### config.mk
export PLATFORM = sky130hd
export DESIGN_NAME = alu_seq
export DESIGN_NICKNAME = d
export VERILOG_FILES = /design/src/rtl/alu_pkg.sv /design/src/rtl/alu_seq_mul.sv /design/src/rtl/alu_seq.sv
export SDC_FILE = /design/constraint.sdc
export NUM_CORES = 1
export LEC_CHECK = 0
export BUFFER_PORTS_ARGS = -buffer_cell sky130_fd_sc_hd__buf_2
export CAP_MARGIN = 10
export CORE_MARGIN = 2
export CORE_UTILIZATION = 54
export DETAILED_ROUTE_END_ITERATION = 7
export HOLD_SLACK_MARGIN = 0.1
export PLACE_DENSITY = 0.8
export SLEW_MARGIN = 10
export SYNTH_ARGS = -nofsm -noshare
export SYNTH_HDL_FRONTEND = slang
export SYNTH_SLANG_ARGS = --single-unit
### constraint.sdc
create_clock -name clk -period 2.29 [get_ports clk]
set_input_delay 0.1145 -clock clk [delete_from_list [all_inputs] [get_ports clk]]
set_output_delay 0.1145 -clock clk [all_outputs]
set_load 0.01 [all_outputs]
### src/rtl/alu_pkg.sv
// alu_pkg: op codes, FSM states and flag bundle shared by alu_seq and its bench
package alu_pkg;
  localparam logic [2:0] OP_AND  = 3'd0;
  localparam logic [2:0] OP_OR   = 3'd1;
  localparam logic [2:0] OP_ADD  = 3'd2;
  localparam logic [2:0] OP_MUL  = 3'd3;
  localparam logic [2:0] OP_ANDN = 3'd4;
  localparam logic [2:0] OP_ORN  = 3'd5;
  localparam logic [2:0] OP_SUB  = 3'd6;
  localparam logic [2:0] OP_SLT  = 3'd7;
  typedef enum logic {IDLE, MUL} state_t;
  typedef struct packed {
    logic z;
    logic c;
    logic v;
    logic n;
  } flags_t;
endpackage

### src/rtl/alu_seq_mul.sv
// alu_seq_mul: iterative shift-add WIDTH x WIDTH multiplier, one partial product per cycle
module alu_seq_mul #(
  parameter int WIDTH = 4
) (
  input  logic               clk,
  input  logic               rst_n,
  input  logic               i_start,
  input  logic [WIDTH-1:0]   i_a,
  input  logic [WIDTH-1:0]   i_b,
  output logic               o_done,
  output logic [2*WIDTH-1:0] o_prod
);
  localparam int CW = $clog2(WIDTH) + 1;
  logic [2*WIDTH-1:0] r_mcand;
  logic [2*WIDTH-1:0] r_prod;
  logic [WIDTH-1:0]   r_mplier;
  logic [CW-1:0]      r_cnt;
  logic               r_busy;
  // o_prod is the product after this cycle's step, so it is final while o_done is high
  assign o_prod = r_prod + (r_mplier[0] ? r_mcand : '0);
  assign o_done = r_busy && (r_cnt == CW'(WIDTH - 1));
  // operand latch on start, then one add/shift step per cycle for WIDTH cycles
  always_ff @(posedge clk or negedge rst_n)
    if (!rst_n) begin
      r_mcand  <= '0;
      r_prod   <= '0;
      r_mplier <= '0;
      r_cnt    <= '0;
      r_busy   <= 1'b0;
    end else if (i_start) begin
      r_mcand  <= {{WIDTH{1'b0}}, i_a};
      r_prod   <= '0;
      r_mplier <= i_b;
      r_cnt    <= '0;
      r_busy   <= 1'b1;
    end else if (r_busy) begin
      r_prod   <= o_prod;
      r_mcand  <= r_mcand << 1;
      r_mplier <= r_mplier >> 1;
      r_cnt    <= r_cnt + 1'b1;
      r_busy   <= !o_done;
    end
endmodule

### src/rtl/alu_seq.sv
// alu_seq: registered ALU with valid/ready input, status flags, accumulator and iterative multiply
module alu_seq import alu_pkg::*; #(
  parameter int WIDTH = 4
) (
  input  logic             clk,
  input  logic             rst_n,
  input  logic             in_valid,
  output logic             in_ready,
  input  logic [WIDTH-1:0] a,
  input  logic [WIDTH-1:0] b,
  input  logic [2:0]       sel,
  input  logic             use_acc,
  input  logic             acc_clr,
  output logic [WIDTH-1:0] result,
  output logic             out_valid,
  output logic             flag_z,
  output logic             flag_c,
  output logic             flag_v,
  output logic             flag_n,
  output logic [WIDTH-1:0] acc
);
  state_t             r_state;
  state_t             w_state_nxt;
  logic               w_accept;
  logic               w_start;
  logic               w_wr;
  logic               w_mul_done;
  logic               r_pend;
  logic               r_out_valid;
  logic [2:0]         r_sel;
  logic [WIDTH-1:0]   r_opa;
  logic [WIDTH-1:0]   r_b;
  logic [WIDTH-1:0]   r_result;
  logic [WIDTH-1:0]   r_acc;
  logic [WIDTH-1:0]   w_opa;
  logic [WIDTH-1:0]   w_acc_fwd;
  logic [WIDTH-1:0]   w_res;
  logic [WIDTH:0]     w_sum;
  logic [WIDTH:0]     w_dif;
  logic [2*WIDTH-1:0] w_prod;
  flags_t             w_flg;
  flags_t             r_flg;
  alu_seq_mul #(.WIDTH(WIDTH)) u_mul (
    .clk     (clk),
    .rst_n   (rst_n),
    .i_start (w_start),
    .i_a     (w_opa),
    .i_b     (b),
    .o_done  (w_mul_done),
    .o_prod  (w_prod)
  );
  assign w_accept  = in_valid && in_ready;
  assign w_wr      = r_pend || w_mul_done;
  // a result landing this edge is forwarded so back-to-back accumulate ops see it
  assign w_acc_fwd = w_wr ? w_res : r_acc;
  assign w_opa     = use_acc ? (acc_clr ? '0 : w_acc_fwd) : a;
  assign w_sum     = {1'b0, r_opa} + {1'b0, r_b};
  assign w_dif     = {1'b0, r_opa} - {1'b0, r_b};
  // state register
  always_ff @(posedge clk or negedge rst_n)
    if (!rst_n) r_state <= IDLE;
    else        r_state <= w_state_nxt;
  // next state, ready and multiplier start
  always_comb begin
    w_state_nxt = r_state;
    in_ready    = 1'b0;
    w_start     = 1'b0;
    if (r_state == IDLE) begin
      in_ready    = 1'b1;
      w_start     = in_valid && (sel == OP_MUL);
      w_state_nxt = w_start ? MUL : IDLE;
    end else begin
      w_state_nxt = w_mul_done ? IDLE : MUL;
    end
  end
  // operand stage: single-cycle ops are computed the cycle after accept
  always_ff @(posedge clk or negedge rst_n)
    if (!rst_n) begin
      r_pend <= 1'b0;
      r_opa  <= '0;
      r_b    <= '0;
      r_sel  <= OP_AND;
    end else begin
      r_pend <= w_accept && (sel != OP_MUL);
      if (w_accept) begin
        r_opa <= w_opa;
        r_b   <= b;
        r_sel <= sel;
      end
    end
  // op decode and flags; a finishing multiply supplies the result when no single-cycle op is pending
  always_comb begin
    w_res = '0;
    w_flg = '0;
    if (!r_pend) begin
      w_res   = w_prod[WIDTH-1:0];
      w_flg.c = |w_prod[2*WIDTH-1:WIDTH];
    end else begin
      case (r_sel)
        OP_AND:  w_res = r_opa & r_b;
        OP_OR:   w_res = r_opa | r_b;
        OP_ANDN: w_res = r_opa & ~r_b;
        OP_ORN:  w_res = r_opa | ~r_b;
        OP_SLT:  w_res = WIDTH'(r_opa < r_b);
        OP_ADD: begin
          w_res   = w_sum[WIDTH-1:0];
          w_flg.c = w_sum[WIDTH];
          w_flg.v = (r_opa[WIDTH-1] == r_b[WIDTH-1]) && (w_sum[WIDTH-1] != r_opa[WIDTH-1]);
        end
        OP_SUB: begin
          w_res   = w_dif[WIDTH-1:0];
          w_flg.c = w_dif[WIDTH];
          w_flg.v = (r_opa[WIDTH-1] != r_b[WIDTH-1]) && (w_dif[WIDTH-1] != r_opa[WIDTH-1]);
        end
        default: w_res = '0;
      endcase
    end
    w_flg.z = (w_res == '0);
    w_flg.n = w_res[WIDTH-1];
  end
  // result, flags and the one-cycle out_valid pulse
  always_ff @(posedge clk or negedge rst_n)
    if (!rst_n) begin
      r_result    <= '0;
      r_flg       <= '0;
      r_out_valid <= 1'b0;
    end else begin
      r_out_valid <= w_wr;
      if (w_wr) begin
        r_result <= w_res;
        r_flg    <= w_flg;
      end
    end
  // accumulator: a result write takes priority over a clear
  always_ff @(posedge clk or negedge rst_n)
    if (!rst_n)       r_acc <= '0;
    else if (w_wr)    r_acc <= w_res;
    else if (acc_clr) r_acc <= '0;
  assign result    = r_result;
  assign out_valid = r_out_valid;
  assign flag_z    = r_flg.z;
  assign flag_c    = r_flg.c;
  assign flag_v    = r_flg.v;
  assign flag_n    = r_flg.n;
  assign acc       = r_acc;
endmodule

# Word level (Yosys, flattened, before mapping)
# Index checks and enable logic that the tools add are counted.
[word_totals]
regBits = 50
in_bits = 16
out_inout_bits = 14
word_cells = 79
[classes]
addsub = 4
order_cmp = 1
n_eq_ne = 13
n_mux = 26
bitwise_logic = 5
n_reduce_logical = 13
[ops]
columns = ["cell", "count"]
rows = [
  ["8-bit two-way mux", 5],
  ["4-bit two-way mux", 8],
  ["4-bit case mux with 7 select lines", 1],
  ["3-bit equality test (second input constant)", 4],
  ["3-bit by 2-bit equality test with 1-bit output (second input constant)", 3],
  ["1-bit two-way mux", 9],
  ["8-bit adder", 1],
  ["4-bit bitwise AND", 2],
  ["4-bit bitwise OR", 2],
  ["1-bit logical AND", 6],
  ["3-bit two-way mux", 2],
  ["4-bit by 4-bit adder with 5-bit output", 1],
  ["4-bit by 4-bit subtractor with 5-bit output", 1],
  ["4-bit zero test", 1],
  ["4-bit less-than comparator", 1],
  ["4-bit inverter", 1],
  ["2-bit case mux with 2 select lines", 1],
  ["2-bit nonzero test", 2],
  ["4-bit OR reduction", 1],
  ["3-bit by 1-bit adder with 3-bit output (second input constant)", 1],
  ["3-bit by 1-bit equality test with 1-bit output (second input constant)", 1],
  ["3-bit zero test", 1],
  ["1-bit != test", 3],
  ["3-bit by 2-bit != test with 1-bit output (second input constant)", 1],
  ["3 further kinds", 3],
]

# Logic depth before layout (Yosys ltp)
[logic_depth]
ltp_word = 8
mapped_depth = 9
ltp_nobuf = 9

# By module
# From an unflattened synthesis, not the netlist that was laid out.
[unflattened]
cells_unflattened = 342
area_unflattened_um2 = 3120.5
[by_module_without_submodules]
columns = ["module", "instances", "cells_each", "area_per_inst_um2"]
rows = [
  ["alu_seq", 1, 199, 1695.4],
  ["alu_seq_mul", 1, 143, 1425.1],
]

# Least setup slack after synthesis
# OpenSTA, ideal clock, no wires.
[synth_timing]
path_type = "reg-to-reg"
startpoint = "register u_mul.r_mplier[0]"
endpoint = "register r_flg, in the netlist flag_c"
setup_time_ns = 0.082
arrival_time_ns = 2.177
required_time_ns = 2.208
slack_ns = 0.031
path_stages_with_launch = 9
n_path_buf = 0
cell_sequence = "dfrtp_1 and2_1 ha_1 fa_1 a211o_1 a2111o_1 o311ai_0 nor4_1 a31oi_1"
[synth_between]
elab_chain_cells = 4
[synth_lines]
columns = ["element", "line", "source"]
rows = [
  ["start: declaration", "alu_seq_mul.sv:16", "logic [WIDTH-1:0] r_mplier;"],
  ["start signal: assignment", "alu_seq_mul.sv:33", "r_mplier <= i_b;"],
  ["start signal: assignment", "alu_seq_mul.sv:39", "r_mplier <= r_mplier >> 1;"],
  ["8-bit two-way mux", "alu_seq_mul.sv:20", "assign o_prod = r_prod + (r_mplier[0] ? r_mcand : '0);"],
  ["8-bit adder", "alu_seq_mul.sv:20", ""],
  ["4-bit OR reduction", "alu_seq.sv:97", "w_flg.c = |w_prod[2*WIDTH-1:WIDTH];"],
  ["1-bit two-way mux", "alu_seq.sv:95", "if (!r_pend) begin"],
  ["end signal: assignment", "alu_seq.sv:131", "r_flg <= w_flg;"],
  ["end: declaration", "alu_seq.sv:42", "flags_t r_flg;"],
]
# Every way passes these cells.
# A chain may end at the register's enable or synchronous reset.

# Worst setup path after layout
[layout_timing]
startpoint = "register u_mul.r_mplier[0]"
endpoint = "register u_mul.r_prod[6]"
[layout_between]
elab_chain_cells = 4
[layout_lines]
columns = ["element", "line", "source"]
rows = [
  ["8-bit two-way mux", "alu_seq_mul.sv:20", ""],
  ["8-bit adder", "alu_seq_mul.sv:20", ""],
  ["8-bit two-way mux", "alu_seq_mul.sv:36", "end else if (r_busy) begin"],
  ["8-bit two-way mux", "alu_seq_mul.sv:30", "end else if (i_start) begin"],
  ["end signal: assignment", "alu_seq_mul.sv:37", "r_prod <= o_prod;"],
  ["end: declaration", "alu_seq_mul.sv:15", "logic [2*WIDTH-1:0] r_prod;"],
]
# Every way passes these cells. The select of a mux whose other input is x is not followed.

==> insert_results.sql <==
INSERT INTO impl_metrics (metric_group, metric, value, unit) VALUES
('run_status', 'run_status', 'finished with violations', ''),
('run_status', 'failed_checks', 'negative setup slack', ''),
('synth', 'synth_async_sr_flop_share', '1.00', ''),
('clocking', 'clock_path_buffers', '2', ''),
('global_routing', 'grt_first_pass_wirelength', '12.5', 'mm'),
('critical_path', 'cells_along_the_critical_path', 'and2_4 > ha_4 > fa_2 > a211o_1 > a2111o_1 > o311ai_4 > mux2i_1 > nor2_1', ''),
('die', 'die_y', '79.3', 'um'),
('pwr', 'totalPowerFinal', '5.41', 'mW'),
('timing', 'setup_slack', '-0.0420', 'ns'),
('die', 'top_level_ports', '30', ''),
('die', 'die_x_extent', '79.3', 'um'),
('synth', 'synthCells', '334', ''),
('placed_design', 'dp_hpwl', '5.55', 'mm'),
('worst_hold_path', 'hp-class', 'input pin to flip-flop', ''),
('synth', 'synth.top_cells.by_area', 'dfrtp_1 40%, ha_1 7.4%, mux2i_1 6.2%, nor2_1 4.8%, nand2_1 4.4%', ''),
('die', 'core_box_area', '5510', 'um2'),
('global_routing', 'global_route.overflow_total', '0', ''),
('clocking', 'numClockSinks', '49', ''),
('routing', 'vias', '2796', ''),
('job', 'maxCapViolations', '0', ''),
('timing', 'final-hold-violation-count', '0', ''),
('timing', 'final_period_minus_worst_setup_slack', '2.33', 'ns'),
('global_routing', 'initial_antenna_violation_count', '0', ''),
('clocking', 'cts_htree_levels', '2', ''),
('placed_design', 'placement.setup.worst_slack', '-0.0704', 'ns'),
('timing', 'timing.final.max_slew_violations', '0', ''),
('routing', 'finalWirelength', '8.36', 'mm'),
('placed_design', 'port_buffers', '29', ''),
('synth', 'synth_flop_cell', 'dfrtp_1', ''),
('timing', 'fin_hold_ws', '0.132', 'ns'),
('critical_path', 'cp.arrival', '2.57', 'ns'),
('clocking', 'cts_tree', 'done', ''),
('synth', 'most_instantiated_library_cell_after_synthesis', 'dfrtp_1', ''),
('routing', 'drt_drc_violations_left', '0', ''),
('clocking', 'cts-buffers-inserted', '5', ''),
('routing', 'avgRoutedWirePerCell', '18.0', 'um'),
('synth', 'synth_edf_count', '0', ''),
('cells_and_area', 'fin_nets', '428', ''),
('timing', 'worst_slew_margin_rel', '0.569', ''),
('timing', 'tightest_slew', '0.647', 'ns'),
('synth', 'ys_top_cells_by_count', '49 x dfrtp_1, 39 x nor2_1, 36 x nand2_1, 21 x a21oi_1, 20 x inv_1', ''),
('synth', 'synthesized_cell_area', '3060', 'um2'),
('critical_path', 'crit_path_max_incr_delay', '0.48', 'ns'),
('timing', 'report.final.setup_viol', '2', ''),
('routing', 'firstDrtPassIters', '5', ''),
('synth', 'post-synth-top-area-cell', 'dfrtp_1', ''),
('clocking', 'clk_pin_slew', '0.09', 'ns'),
('timing', 'rsz_0062_raised_after_global_routing', 'yes', ''),
('synth', 'synth_cell_type_count', '57', ''),
('synth', 'postSynthRegisterBits', '49', ''),
('global_routing', 'grt_usage', '0.256', ''),
('cells_and_area', 'area_growth', '25.7', '%'),
('critical_path', 'crit_path_max_fanout', '3', ''),
('global_routing', 'via_count_of_the_first_global_routing_pass', '2614', ''),
('critical_path', 'setup.worst_path.class', 'flip-flop to flip-flop', ''),
('clocking', 'worst_skew_pair.late_latency', '0.31', 'ns'),
('cells_and_area', 'fillers', '400', ''),
('cells_and_area', 'antennaDiodeCount', '0', ''),
('critical_path', 'kind_of_end_point_of_the_critical_path', 'flip-flop', ''),
('critical_path', 'crit_path_start_kind', 'flip-flop', ''),
('synth', 'synth.avg_cell_area', '9.16', 'um2'),
('die', 'initial_core_utilization', '0.556', ''),
('synth', 'synth_top_cell_area_share', '0.401', ''),
('pwr', 'ir_worst_vdd', '0.962', 'mV'),
('synth', 'synth_warn', '0', ''),
('routing', 'ant_nets', '0', ''),
('routing', 'drt_iter0_markers', '332', ''),
('cells_and_area', 'fraction_of_final_layout_cells_with_drive_strength_greater_than_1', '0.283', ''),
('timing', 'fmax', '0.429', 'GHz'),
('critical_path', 'crit_path_top_delay_cell', 'a2111o_1', ''),
('pwr', 'power.density', '1410', 'nW/um2');
==> metrics by stage <==
stage	util	std cells	setup TNS, ns
6_report	0.698	464	-0.0782
5_1_grt	0.698	464	-0.431
4_1_cts	0.652	459	-0.0108
3_5_place_dp	0.616	443	-0.144
3_3_place_gp	0.616	443	0
2_1_floorplan	-	334	0
==> placed cells by master (no fill, tap or decap), types with 11 or more instances in the layout <==
master,instances
dfrtp_1,48
nor2_1,38
nand2_1,36
buf_2,29
buf_4,28
inv_1,20
a21oi_1,19
mux2i_1,19
o21ai_0,18
ha_1,11
==> power breakdown <==
group          switching [mW]  total (mW)  internal [mW]
clock network           0.303       0.631          0.328
logic                    1.72        3.14           1.43
registers               0.378        1.63           1.26
==> timing repair <==
action | in CTS | in global routing
hold buffers | 8 | 0
setup buffers | 0 | 7
setup endpoints to repair | 6 | 15
resized for setup | 3 | 41
pin swaps | 1 | 19
hold endpoints to repair | 59 | 0
==> logic make-up (layout without fill, tap and decap cells) <==
group | count (synthesis) | after routing | synth area share
AO/OA/AOI/OAI | 85 | 85 | 0.192
AND/OR/NAND/NOR | 113 | 113 | 0.168
XOR/XNOR | 9 | 9 | 0.0258
adder cells (fa/ha/maj) | 23 | 23 | 0.100
multiplexers | 19 | 19 | 0.0621
flip-flops | 49 | 49 | 0.401
buffers and inverters | 36 | 94 | 0.0515
==> path summary, 6_finish.rpt <==
path | startpoint | end | slack [ns] | cells past startpoint
setup / recovery | u_mul.r_mplier[0]$_DFFE_PN0P_ | u_mul.r_prod[6]$_DFFE_PN0P_ | -0.04 | 8
min in group asynchronous | rst_n | u_mul.r_mcand[1]$_DFFE_PN0P_ | 0.45 | 3
setup reg to reg | u_mul.r_mplier[0]$_DFFE_PN0P_ | u_mul.r_prod[6]$_DFFE_PN0P_ | -0.04 | 8
max in group asynchronous | rst_n | r_b[1]$_DFFE_PN0P_ | 1.39 | 3
hold / removal | a[1] | u_mul.r_mcand[1]$_DFFE_PN0P_ | 0.13 | 3
hold reg to reg | flag_v$_DFFE_PN0P_ | flag_v$_DFFE_PN0P_ | 0.49 | 2
==> area by class of cell <==
cell class | count | area (um2) | share of cell area
clock buffers | 6 | 72.6 | 0.0189
clock inverters | 2 | 38.8 | 0.0101
inverters | 21 | 78.8 | 0.0205
multi-input cells | 249 | 1900 | 0.495
flip-flops and latches | 49 | 1230 | 0.319
well taps | 72 | 90.1 | 0.0234
repair buffers | 65 | 435 | 0.113
==> worst max-delay path, delay by kind of cell, from the launching register on <==
kind	cells	cell delay, ns
flops	1	0.42
fa+ha+maj	2	0.52
mux	1	0.12
compound gates	3	0.95
simple gates	2	0.27
==> routing by layer <==
| metal | up-vias | share of wire | track usage |
|---|---|---|---|
| li1 | 1289 | - | - |
| met1 | 1338 | 0.41 | 0.343 |
| met2 | 148 | 0.49 | 0.424 |
| met3 | 21 | 0.067 | 0.0432 |
| met4 | 0 | 0.027 | 0.0828 |
| met5 | - | 0 | 0 |
==> sequential cells by signal, summed over array words and instances, names as in the netlist, 3 cells and up <==
name            flops
u_mul.r_mcand       8
u_mul.r_prod        8
acc                 4
r_b                 4
r_opa               4
result              4
u_mul.r_mplier      4
r_sel               3
u_mul.r_cnt         3
(Power assumes the default switching activity.)
